## src/rtl/inst_dispatcher.sv

```systemverilog
// inst_dispatcher: host-fed instruction FIFO that issues one instruction
// at a time to Control and waits for Control's completion pulse.
// Ports:
//   clk, rstn          clock, synchronous active-low reset
//   host_inst/valid    enqueue side; host_ready high while not full
//   run                level enable for dispatch
//   ctrl_done          completion pulse for the outstanding instruction
//   inst/inst_valid    registered instruction and one-cycle issue strobe
//   busy               high while an instruction is issuing or outstanding
//   fifo_count         current FIFO occupancy
//   program_done       sticky, END marker consumed
//   timeout_err        sticky, watchdog expired
module inst_dispatcher #(
   parameter int         INST_WIDTH     = 27,
   parameter int         FIFO_DEPTH     = 16,
   parameter int         PTR_WIDTH      = 4,
   parameter int         TIMEOUT_CYCLES = 4096,
   parameter logic [3:0] END_OPCODE     = 4'hF
) (
   input  logic                  clk,
   input  logic                  rstn,
   input  logic [INST_WIDTH-1:0] host_inst,
   input  logic                  host_valid,
   output logic                  host_ready,
   input  logic                  run,
   input  logic                  ctrl_done,
   output logic [INST_WIDTH-1:0] inst,
   output logic                  inst_valid,
   output logic                  busy,
   output logic [PTR_WIDTH:0]    fifo_count,
   output logic                  program_done,
   output logic                  timeout_err
);

   localparam int LP_WW = $clog2(TIMEOUT_CYCLES);
   localparam logic [PTR_WIDTH:0] LP_FULL =
      (PTR_WIDTH+1)'(FIFO_DEPTH);
   localparam logic [LP_WW-1:0] LP_WLAST =
      LP_WW'(TIMEOUT_CYCLES - 1);

   typedef enum logic [2:0] {
      S_IDLE,
      S_ISSUE,
      S_WAIT,
      S_HALT,
      S_ERROR
   } state_t;

   state_t                r_state;
   logic [INST_WIDTH-1:0] r_mem [FIFO_DEPTH];
   logic [PTR_WIDTH-1:0]  r_wptr;
   logic [PTR_WIDTH-1:0]  r_rptr;
   logic [PTR_WIDTH:0]    r_count;
   logic [LP_WW-1:0]      r_wdog;
   logic [INST_WIDTH-1:0] r_inst;
   logic                  r_inst_valid;
   logic                  r_prog_done;
   logic                  r_tmo;

   logic                  w_push;
   logic                  w_pop;
   logic                  w_avail;
   logic                  w_head_end;
   logic                  w_go;
   logic [INST_WIDTH-1:0] w_head;

   assign host_ready = (r_count != LP_FULL);
   assign w_push     = host_valid && host_ready;
   assign w_head     = r_mem[r_rptr];
   assign w_head_end = (w_head[INST_WIDTH-1 -: 4] == END_OPCODE);
   // Occupancy is taken from the registered count, so data pushed
   // into an empty FIFO this cycle is never seen as available.
   assign w_avail    = run && (r_count != '0);
   assign w_go       = w_avail && !w_head_end;
   // Head leaves the FIFO when issued, or when an END marker is
   // consumed from IDLE.
   assign w_pop      = (r_count != '0) &&
                       ((r_state == S_ISSUE) ||
                        ((r_state == S_IDLE) && w_avail && w_head_end));

   always_ff @(posedge clk) begin
      if (w_push) begin
         r_mem[r_wptr] <= host_inst;
      end
   end

   always_ff @(posedge clk) begin
      if (!rstn) begin
         r_wptr  <= '0;
         r_rptr  <= '0;
         r_count <= '0;
      end else begin
         if (w_push) begin
            r_wptr <= r_wptr + 1'b1;
         end
         if (w_pop) begin
            r_rptr <= r_rptr + 1'b1;
         end
         case ({w_push, w_pop})
            2'b10:   r_count <= r_count + 1'b1;
            2'b01:   r_count <= r_count - 1'b1;
            default: r_count <= r_count;
         endcase
      end
   end

   always_ff @(posedge clk) begin
      if (!rstn) begin
         r_state      <= S_IDLE;
         r_inst       <= '0;
         r_inst_valid <= 1'b0;
         r_prog_done  <= 1'b0;
         r_tmo        <= 1'b0;
         r_wdog       <= '0;
      end else begin
         r_inst_valid <= 1'b0;
         case (r_state)
            S_IDLE: begin
               if (w_go) begin
                  r_state <= S_ISSUE;
               end else if (w_avail) begin
                  r_prog_done <= 1'b1;
                  r_state     <= S_HALT;
               end
            end
            S_ISSUE: begin
               r_inst       <= w_head;
               r_inst_valid <= 1'b1;
               r_wdog       <= '0;
               r_state      <= S_WAIT;
            end
            S_WAIT: begin
               // A done coincident with the strobe is too early to be
               // real; a done on the last watchdog count still wins.
               if (ctrl_done && !r_inst_valid) begin
                  r_state <= w_go ? S_ISSUE : S_IDLE;
               end else if (r_wdog == LP_WLAST) begin
                  r_tmo   <= 1'b1;
                  r_state <= S_ERROR;
               end else begin
                  r_wdog <= r_wdog + 1'b1;
               end
            end
            S_HALT: begin
               if (w_push && r_prog_done) begin
                  r_prog_done <= 1'b0;
                  r_state     <= S_IDLE;
               end
            end
            S_ERROR: begin
               r_state <= S_ERROR;
            end
            default: begin
               r_state <= S_IDLE;
            end
         endcase
      end
   end

   assign inst         = r_inst;
   assign inst_valid   = r_inst_valid;
   assign busy         = (r_state == S_ISSUE) || (r_state == S_WAIT);
   assign fifo_count   = r_count;
   assign program_done = r_prog_done;
   assign timeout_err  = r_tmo;

endmodule
```

## config.mk

```make
export PLATFORM = sky130hd
export DESIGN_NAME = inst_dispatcher
export DESIGN_NICKNAME = d
export VERILOG_FILES = /design/src/rtl/inst_dispatcher.sv
export SDC_FILE = /design/constraint.sdc
export NUM_CORES = 1
export LEC_CHECK = 0
export BUFFER_PORTS_ARGS = -buffer_cell sky130_fd_sc_hd__clkbuf_2
export CELL_PAD_IN_SITES_DETAIL_PLACEMENT = 0
export CELL_PAD_IN_SITES_GLOBAL_PLACEMENT = 1
export CORE_UTILIZATION = 55
export DETAILED_ROUTE_END_ITERATION = 8
export PLACE_DENSITY = 0.85
export RECOVER_POWER = 100
export SETUP_SLACK_MARGIN = 0.4
export SLEW_MARGIN = 10
export SYNTH_ARGS = -nofsm -noshare
export SYNTH_HDL_FRONTEND = slang
export SYNTH_SLANG_ARGS = --single-unit
```

## constraint.sdc

```tcl
create_clock -name clk -period 8.5 [get_ports clk]
set_input_delay 0 -clock clk [delete_from_list [all_inputs] [get_ports clk]]
set_output_delay 0 -clock clk [all_outputs]
set_load 0.01 [all_outputs]
```

==> impl_metrics.yaml <==
cts:
  cts_resized: 0
  clockBufferDepth: 3
  worstSkewPairLatency_ns: 0.59
  post_cts_buffers: 0
  clk_pin_slew_ns: 0.06
  cts_max_level: 2
  hold_buffers: 32
  cts_buffers: 49
  cts-root-buf: "clkbuf_16"
  clock_sinks: 494
  cts_tree: "built"
finish:
  final_cell_mix: "edfxtp_1, mux4_2, clkbuf_1"
  fill_cells: 2339
  nNetsFinal: 1113
  final_layout_size_suffix_gt1_share_pct: 19.6
  area_delta_synth_final_pct: 13.4
  layout_commonest_cell: "edfxtp_1"
worst_setup_path:
  cp.arrival_ns: 6.60
  critical_path.endpoint_type: "flop"
  path_max_fanout: 44
  criticalPathCategory: "reg -> reg"
  start_kind: "flop"
  worst-endpoint-required_ns: 8.96
floorplanning:
  die_w_um: 188
  core.rowCount: 67
  io-pin-count: 69
  fp.dieArea_um2: 35500
  core_um2: 33900
  die_y_um: 188
  initial_core_util_pct: 56.4
timing:
  timing.fmax_mhz: 163
  slew_viol_final: 427
  setup_viol: 0
  hold_viol: 0
  finalWorstSetupSlack_ns: 2.36
  finalCriticalPeriod_ns: 6.14
  rsz0062_at_grt: "no"
  post-route-period-util_pct: 72.3
  skew_ns: 0.0166
  timing.setup.tns_ns: 0
  slew_headroom_pct: -117
  tightest_slew_ns: 3.25
yosys:
  synth-seq-cells: 494
  synth_cells: 941
  synth_ff_type: "edfxtp_1"
  avgSynthCellArea_um2: 20.3
  ys_seq_area_share_pct: 74.4
  synth_cell_types: 60
  ys_warn_count: 0
  synth_fp_nets: 984
  synth_edf_count: 432
  synthArstFlopShare_pct: 0
  netlist_area_um2: 19100
power_and_ir_drop:
  power_density_nw_per_um2: 271
  peakVddDrop_mv: 0.196
  power_leakage_nw: 6.72
flow_run:
  cap_violations: 18
status:
  status: "finished, violations left"
  violations: "max-capacitance violations, max-slew violations"
global_routing:
  antenna_found_initial: 1
  gr-usage-all-layers_pct: 22.9
  met1_usage_pct: 32.0
  grtUsageMet3_pct: 4.30
  top_usage_layer: "met2"
  grt_use_met2_pct: 36.8
  grt_max_degree: 79
  grt_pass1_vias: 9561
  grt_pass1_wl_um: 59300
  grt_overflow_total: 0
placement:
  pre_cts_slack_ns: 3.76
  place_congestion: 0.784
  hpwl_um: 20000
  port_buffers: 68
drt:
  initialDrtViolationCount: 729
  antenna_left: 0
  via_per_inst: 6.04
  post_drt_wl_per_cell_um: 25.1
  dr_total_vias: 9417
  remaining_drc_errors: 0
  routed_wl_um: 39200
  first_pass_iters: 4
worst_hold_path:
  holdCritPathClass: "in -> reg"
[worst paths after layout]
path	startpoint	endpoint	slack (ns)	cells after the start
max	flop	fifo_count[4]	2.36	16
max reg2reg	flop	fifo_count[4]	2.36	16
min reg2reg	timeout_err	timeout_err	0.47	2
min	ctrl_done	timeout_err	0.03	5
[per-layer routing]
metal,part of all wire (%),wire length (µm),vias to the layer above
li1,-,-,4130
met1,43,16700,4891
met2,49,19000,336
met3,6.5,2560,60
met4,2.3,887,0
met5,0,0,-
[worst max-delay path: stages (launching register included)]
cell and delay, ns:
dfxtp_1 1.55, buf_4 0.89, mux2i_1 0.16, a221oi_1 0.45, a21oi_1 0.17, a211oi_1 0.85
a21oi_2 0.23, inv_1 0.11, ha_1 0.22, inv_1 0.10, fa_1 0.38, nor2b_1 0.15
o21ai_0 0.12, and3_1 0.20, nor3_1 0.20, xnor2_1 0.16, nor2_1 0.05
[Yosys cell counts, types with 7 or more instances]
master    count  area [µm²]
mux2i_1      19         190
inv_1        17        63.8
edfxtp_1    432       13000
nand3_1      10        50.1
buf_1         7        26.3
dfxtp_1      62        1240
a22o_1       23         201
a21oi_1      20         100
nor2_1       50         188
clkbuf_1     22        82.6
ha_1         10         125
nor3_1       10        50.1
mux4_2      123        2770
nand2_1      26        97.6
buf_6         8        90.1
xnor2_1       9        78.8
[report_power, final]
part | internal [mW] | leakage (nW) | switching [mW] | total [mW]
clock | 1.22 | 0.769 | 0.886 | 2.11
combinational | 0.464 | 1.54 | 0.472 | 0.937
sequential | 2.73 | 4.41 | 0.0931 | 2.82
[state kept, by name, summed over array words and instances, names as in the netlist, 3 cells and up, named ones only]
| signal | flops |
|---|---|
| r_wptr | 4 |
| inst | 27 |
| fifo_count | 5 |
| r_state | 3 |
| r_rptr | 4 |
| r_mem | 432 |
| r_wdog | 12 |
[per-stage QoR]
step	util, %	instances	instance area [µm²]	hold slack, ns	total power, mW
final	64.0	1559	21700	0.0334	5.87
after global routing	64.0	1559	21700	0.0603	6.08
after floorplan	-	941	19100	0.0989	3.58
after CTS	64.7	1558	21900	0.0474	5.93
after global placement	59.1	1435	20000	0.384	3.80
after detailed placement	59.1	1435	20000	0.397	3.82
[layout make-up]
type / count / area (µm²) / area share (%)
antenna: 1 / 2.50 / 0.0116
sequential: 494 / 14200 / 65.6
multi-input combinational: 385 / 4550 / 21.0
clock buffer: 66 / 1330 / 6.15
inverter: 17 / 63.8 / 0.295
tap: 448 / 561 / 2.59
clock inverter: 25 / 238 / 1.10
timing repair buffer: 123 / 693 / 3.20
[logic make-up (layout without fill, tap and decap cells)]
family | count (synthesis) | in the layout | synth area share (%)
flip-flops | 494 | 494 | 74.4
AND/OR/NAND/NOR | 124 | 124 | 3.00
XOR/XNOR | 13 | 13 | 0.596
buffers and inverters | 62 | 231 | 1.74
adder cells (fa/ha/maj) | 11 | 11 | 0.760
other | 0 | 1 | 0
AO/OA/AOI/OAI | 95 | 95 | 4.01
multiplexers | 142 | 142 | 15.5
Note: power is estimated with default switching activity, not from simulation.
